==> src/rtl/counter_modulo_ud.sv <==
// Up/down modulo counter, 0..MAX_VALUE, with wrap or one-shot stop, clear,
// saturating load and a combinational terminal-count pulse.
module counter_modulo_ud #(
  parameter int unsigned WIDTH     = 8,
  parameter int unsigned MAX_VALUE = 9
) (
  input  logic             clk,
  input  logic             rst_n,
  input  logic             clr,
  input  logic             load,
  input  logic [WIDTH-1:0] load_val,
  input  logic             en,
  input  logic             up,
  input  logic             oneshot,
  output logic [WIDTH-1:0] count,
  output logic             tc,
  output logic             done,
  output logic [1:0]       state
);

  if (MAX_VALUE < 1 || longint'(MAX_VALUE) > ((longint'(1) << WIDTH) - 1)) begin : g_bad_max
    $error("MAX_VALUE out of range for WIDTH");
  end

  localparam logic [WIDTH-1:0] MaxVal = WIDTH'(MAX_VALUE);

  typedef enum logic [1:0] {
    StReset = 2'd0,
    StHold  = 2'd1,
    StRun   = 2'd2,
    StDone  = 2'd3
  } state_e;

  state_e           state_q;
  logic [WIDTH-1:0] count_q;
  logic             done_q;

  logic             at_term;
  logic             active;
  logic [WIDTH-1:0] load_sat;

  always_comb begin
    at_term  = up ? (count_q == MaxVal) : (count_q == '0);
    active   = (state_q == StHold) || (state_q == StRun);
    load_sat = (load_val > MaxVal) ? MaxVal : load_val;
    tc       = en & at_term & active & ~clr & ~load;
  end

  always_ff @(posedge clk or negedge rst_n) begin
    if (!rst_n) begin
      count_q <= '0;
      state_q <= StReset;
      done_q  <= 1'b0;
    end else if (state_q == StReset) begin
      // First edge after reset only arms the counter; all controls ignored.
      state_q <= StHold;
    end else if (clr) begin
      count_q <= '0;
      done_q  <= 1'b0;
      state_q <= StHold;
    end else if (load) begin
      count_q <= load_sat;
      done_q  <= 1'b0;
      state_q <= en ? StRun : StHold;
    end else if (state_q != StDone) begin
      state_q <= en ? StRun : StHold;
      if (en) begin
        if (!at_term) begin
          count_q <= up ? count_q + 1'b1 : count_q - 1'b1;
        end else if (oneshot) begin
          state_q <= StDone;
          done_q  <= 1'b1;
        end else begin
          // Explicit wrap avoids relying on modular overflow.
          count_q <= up ? '0 : MaxVal;
        end
      end
    end
  end

  assign count = count_q;
  assign done  = done_q;
  assign state = state_q;

endmodule

==> config.mk <==
export PLATFORM = sky130hd
export DESIGN_NAME = counter_modulo_ud
export DESIGN_NICKNAME = d
export VERILOG_FILES = /design/src/rtl/counter_modulo_ud.sv
export SDC_FILE = /design/constraint.sdc
export NUM_CORES = 1
export LEC_CHECK = 0
export CAP_MARGIN = 20
export CORE_MARGIN = 2
export CORE_UTILIZATION = 30
export CTS_CLUSTER_DIAMETER = 100
export DETAILED_ROUTE_END_ITERATION = 8
export GPL_TIMING_DRIVEN = 0
export HOLD_SLACK_MARGIN = 0.12
export PLACE_DENSITY = 0.66
export SYNTH_ARGS = -nofsm -noshare
export SYNTH_HDL_FRONTEND = slang
export SYNTH_SLANG_ARGS = --single-unit
==> constraint.sdc <==
create_clock -name clk -period 2.9 [get_ports clk]
set_input_delay 0.435 -clock clk [delete_from_list [all_inputs] [get_ports clk]]
set_output_delay 0.435 -clock clk [all_outputs]
set_load 0.01 [all_outputs]
=== Yosys cells after proc, flatten, opt, wreduce, memory -nomap -nowiden ===
Cells that the tools add are included.

* Register bits: 11
* Output and inout port bits: 12

* Reductions and logical operators: 10
* Magnitude comparators: 1
* Equal/unequal tests: 5
* Bitwise operators: 7
* Add/subtract/negate cells: 2
* Multiplexer cells: 24

{| class="wikitable"
|+ Operator list
! kind !! number
|-
| $mux W8 || 8
|-
| $mux W2 || 8
|-
| $reduce_bool A3 Y1 || 4
|-
| $add A8 B1 Y8 const B || 1
|-
| $eq A8 B4 Y1 const B || 1
|-
| $gt A8 B4 Y1 const B || 1
|-
| $logic_not A8 Y1 || 1
|-
| $sub A8 B1 Y8 const B || 1
|-
| $mux W1 || 7
|-
| $reduce_and A5 Y1 || 1
|-
| $and A1 B1 Y1 || 4
|-
| $mux W4 || 1
|-
| $ne A4 B4 Y1 const B || 1
|-
| $reduce_and A4 Y1 || 1
|-
| $reduce_bool A4 Y1 || 1
|-
| $not A1 Y1 || 3
|-
| $eq A2 B1 Y1 const B || 1
|-
| $eq A2 B2 Y1 const B || 1
|-
| $logic_not A2 Y1 || 1
|-
| $ne A2 B2 Y1 const B || 1
|-
| $logic_or A1 B1 Y1 || 1
|}

=== Depth between registers and ports, before layout ===
* Depth after elaboration: 8
* Gate-level depth with buffers: 7

=== Worst setup path before layout ===
Ideal clock, no wire load.

* Path type: input port to flip-flop
* From: in up
* To: reg count_q[3] (netlist: count[3])
* Stages on the path: 7
* Required time: 2.790 ns
* Setup time: 0.110 ns
* Path buffers: 0
* Data arrival time: 1.909 ns
* Path slack: 0.880 ns
* Cells stage by stage: inv_1 ha_1 or2_2 and3_1 o31ai_1 a211oi_1 o41ai_1

* Cells in the longest elaborated chain, start to end: 7
* Elaborated cells on any way between the ends: 11
* Classes of those cells: eq/ne: 1; mux: 9; reduce/logical: 1

{| class="wikitable"
|+ RTL lines
! element !! RTL line !! source
|-
| start, declared || 13 || <nowiki>input logic up,</nowiki>
|-
| $mux W4 || 75 || <nowiki>count_q <= up ? '0 : MaxVal;</nowiki>
|-
| $mux W8 || 70 || <nowiki>end else if (oneshot) begin</nowiki>
|-
| $mux W8 || 68 || <nowiki>if (!at_term) begin</nowiki>
|-
| $mux W8 || 67 || <nowiki>if (en) begin</nowiki>
|-
| $mux W8 || 65 || <nowiki>end else if (state_q != StDone) begin</nowiki>
|-
| $mux W8 || 61 || <nowiki>end else if (load) begin</nowiki>
|-
| $mux W8 || 57 || <nowiki>end else if (clr) begin</nowiki>
|-
| end signal, assigned || 62 || <nowiki>count_q <= load_sat;</nowiki>
|-
| end signal, assigned || 69 || <nowiki>count_q <= up ? count_q + 1'b1 : count_q - 1'b1;</nowiki>
|-
| end signal, assigned || 75 ||
|-
| end, declared || 35 || <nowiki>logic [WIDTH-1:0] count_q;</nowiki>
|}

Several ways; a longest one is shown, not always the timed one. The select of a mux whose other input is x is not followed.
A chain may end at the register's enable or synchronous reset.

=== Final worst setup path ===
* From: in up
* To: out tc

* Cells in the longest elaborated chain, start to end: 5

{| class="wikitable"
|+ RTL lines
! element !! RTL line !! source
|-
| $mux W1 || 43 || <nowiki>at_term = up ? (count_q == MaxVal) : (count_q == '0);</nowiki>
|-
| $and A1 B1 Y1 (4 in a row) || 46 || <nowiki>tc = en & at_term & active & ~clr & ~load;</nowiki>
|-
| end, declared || 16 || <nowiki>output logic tc,</nowiki>
|}

No other way between the ends.

==> run metrics <==
status=finished, final reports clean; TritonCTS Buffers=3; xor/xnor share of the synthesized area=under 10%; clk_lat worst skew=270 ps; Critical Path RT=between 2000 and 2500 ps; DRC viols=0; Clock transition at path regs=70 ps; worst-path maximum fanout=6; Compound-Gate Fraction of Synth Area=a little under a third; Leak=about 0.57 nW; simple-gate share of the synthesized area=about a fifth; Hold Crit Class=reg -> reg; ys async rst share=100%; maximum vdd drop=about 0.00013 V; Reg-to-Reg Start=count[2]; Mapped Area=between 900 and 1000 um^2; Slew HR=roughly 64%; # diodes=0; CP Launch Type=input port; post-synthesis mux area share=under 10%; Mapped Cells=~100; via count=roughly 910; Post-synth EDFFs=0; first-pass GRT wire length=approximately 4 mm; Seq cells post-synth=11; Hold Buf Count CTS=0; initial antenna violation count=0; final net count=roughly 160; Clock Skew=between 2 and 3 ps; Avg Inst Size Synth=~9.5 um^2; post-CTS sizing=0; vias per inst=5.22; pre-CTS setup slack=84.0 ps; Die Area=3660 um^2; hold wc startpoint=done; Detailed Route WL=~2.4 mm; WHS Endpoint=done; R2R Setup Slk=slightly above 900 ps; gr ovfl total=0; DR pass1 iterations=4; Starting Density=around a third; RR Endpoint=count[3]; fin. max-slew vios=0; max_cap viols=0; Setup-failing EPs final=0; type of the worst setup path=in -> out; most common cell after layout, fill and taps aside=clkdlybuf4s50_1; worst hold path cell count=1; maximum number of pins on one net before global-route repair=12; WL/cell=about 13 um; cell count of the worst reg-to-reg path=6; register area share after synthesis=between 20% and 30%; Die X=between 60 and 70 um; Post-synth top flop=dfrtp_1; RSZ-0062 raised after global routing=no; Power Density=about 490 nW/um^2; IO buf count=26; site row count=20; Hold Violations, Final=0; minimum clock period=~2700 ps; clk buf depth=2; Warnings, synthesis=0; area grow syn2layout=35.7%; worst slew pin tran=between 500 and 600 ps; final RePlAce weighted congestion=0.819; Die Ht=between 60 and 70 um; largest family of logic cells by synthesized area=compound AO/OA/AOI/OAI gates; antenna-violating nets left=0; IO Count=27; post-synthesis net count=between 100 and 150; root buf cell=clkbuf_4; setup TNS=0 ps; DP Wirelength=around 1.9 mm; fraction of layout cells with a size suffix above 1=around 8.4%; Setup Fix Bufs, Post-CTS=0; Fmax=370 MHz; Final period util=93.3%; CTS tree=yes; Synth cell types=between 40 and 50; adder-cell share of the synthesized area=13.9%; GRT Util Overall=between 10% and 20%; via count of the first global-routing pass=around 870; post-route worst setup slack=a little under 200 ps; H-tree levels=1; clock sink total=11; core area=3050 um^2; commonest non-fill, non-tap cells in the layout=clkdlybuf4s50_1, dfrtp_1, ha_1, nor2_1; 1st-iter DRT viols=19; Arr. time, crit path=about 2300 ps; Crit. End Element=output port
cells by family (layout without fill, tap and decap cells):
logic type | after synthesis | in the layout
compound gates | 38 | 38
buf+inv | 5 | 35
flops | 11 | 11
fa+ha+maj | 10 | 10
simple gates | 32 | 32
mux | 1 | 1
xor+xnor | 4 | 4
power by group:
part	leakage (nW)	total, mW	internal [mW]	switching (mW)
Sequential	0.143	0.210	0.176	0.0337
Combinational	0.416	0.319	0.163	0.156
Clock	0.0150	0.107	0.0532	0.0537
critical path, stage by stage:
cell and delay (ps):
clkdlybuf4s50_1 520, nor3_1 330, o211a_4 240, and4_1 200
clkdlybuf4s50_1 530
synth_stat cells (2+ instances only):
| cell type | count | share of area [%] |
|---|---|---|
| nor2_1 | 8 | 3.1 |
| nand2_1 | 6 | 2.4 |
| nor3_1 | 3 | 1.6 |
| o31ai_1 | 3 | 2.4 |
| inv_1 | 4 | 1.6 |
| xor2_1 | 2 | 1.8 |
| o21bai_1 | 2 | 1.6 |
| o21ai_0 | 3 | 1.6 |
| nor2b_1 | 2 | 1.3 |
| a21o_1 | 3 | 2.4 |
| o41ai_1 | 2 | 1.8 |
| a22o_1 | 3 | 2.7 |
| a211oi_1 | 4 | 3.1 |
| a21oi_1 | 6 | 3.1 |
| a22oi_1 | 2 | 1.6 |
| xnor2_1 | 2 | 1.8 |
| ha_1 | 9 | 12 |
| nand2b_1 | 2 | 1.3 |
| o211ai_1 | 2 | 1.6 |
| o21a_1 | 2 | 1.6 |
| dfrtp_1 | 11 | 29 |
worst max path at each step:
stage | start | endpoint | slack (ps) | cells past startpoint
finish | up | tc | 190 | 5
global route | up | tc | 110 | 5
CTS | up | tc | 200 | 5
detailed placement | up | count[3] | 80 | 8
global placement | up | count[3] | 110 | 8
floorplan | up | count[3] | 880 | 7
registers in the layout, indices dropped and copies added, names as in the netlist:
register,count
count,8
done,1
state,2
final cells by class:
class | instances | area [um^2]
flip-flops and latches | 11 | 275
well taps | 44 | 55.1
fillers | 313 | 1750
multi-input cells | 85 | 662
repair buffers | 26 | 260
clock buffers | 4 | 26.3
inverters | 4 | 15.0
plain buffers | 1 | 5.00
metrics by stage:
stage / power, mW / area [um^2] / utilization, % / std cells / hold slack, ps
after floorplan: 0.411 / 957 / - / 101 / 139
after global placement: 0.521 / 1270 / 41.7 / 171 / 483
after detailed placement: 0.530 / 1270 / 41.7 / 171 / 489
after CTS: 0.644 / 1300 / 42.5 / 175 / 509
after global routing: 0.686 / 1300 / 42.5 / 175 / 540
final: 0.636 / 1300 / 42.5 / 175 / 503
layer usage:
layer	track usage (%)	vias up	routed length, um
met2	24.7	22	1160
met4	5.90	0	27
met5	0	-	0
met3	2.56	4	89
li1	-	454	-
met1	17.6	433	1090
No activity file was read; power rests on OpenSTA's default activity.
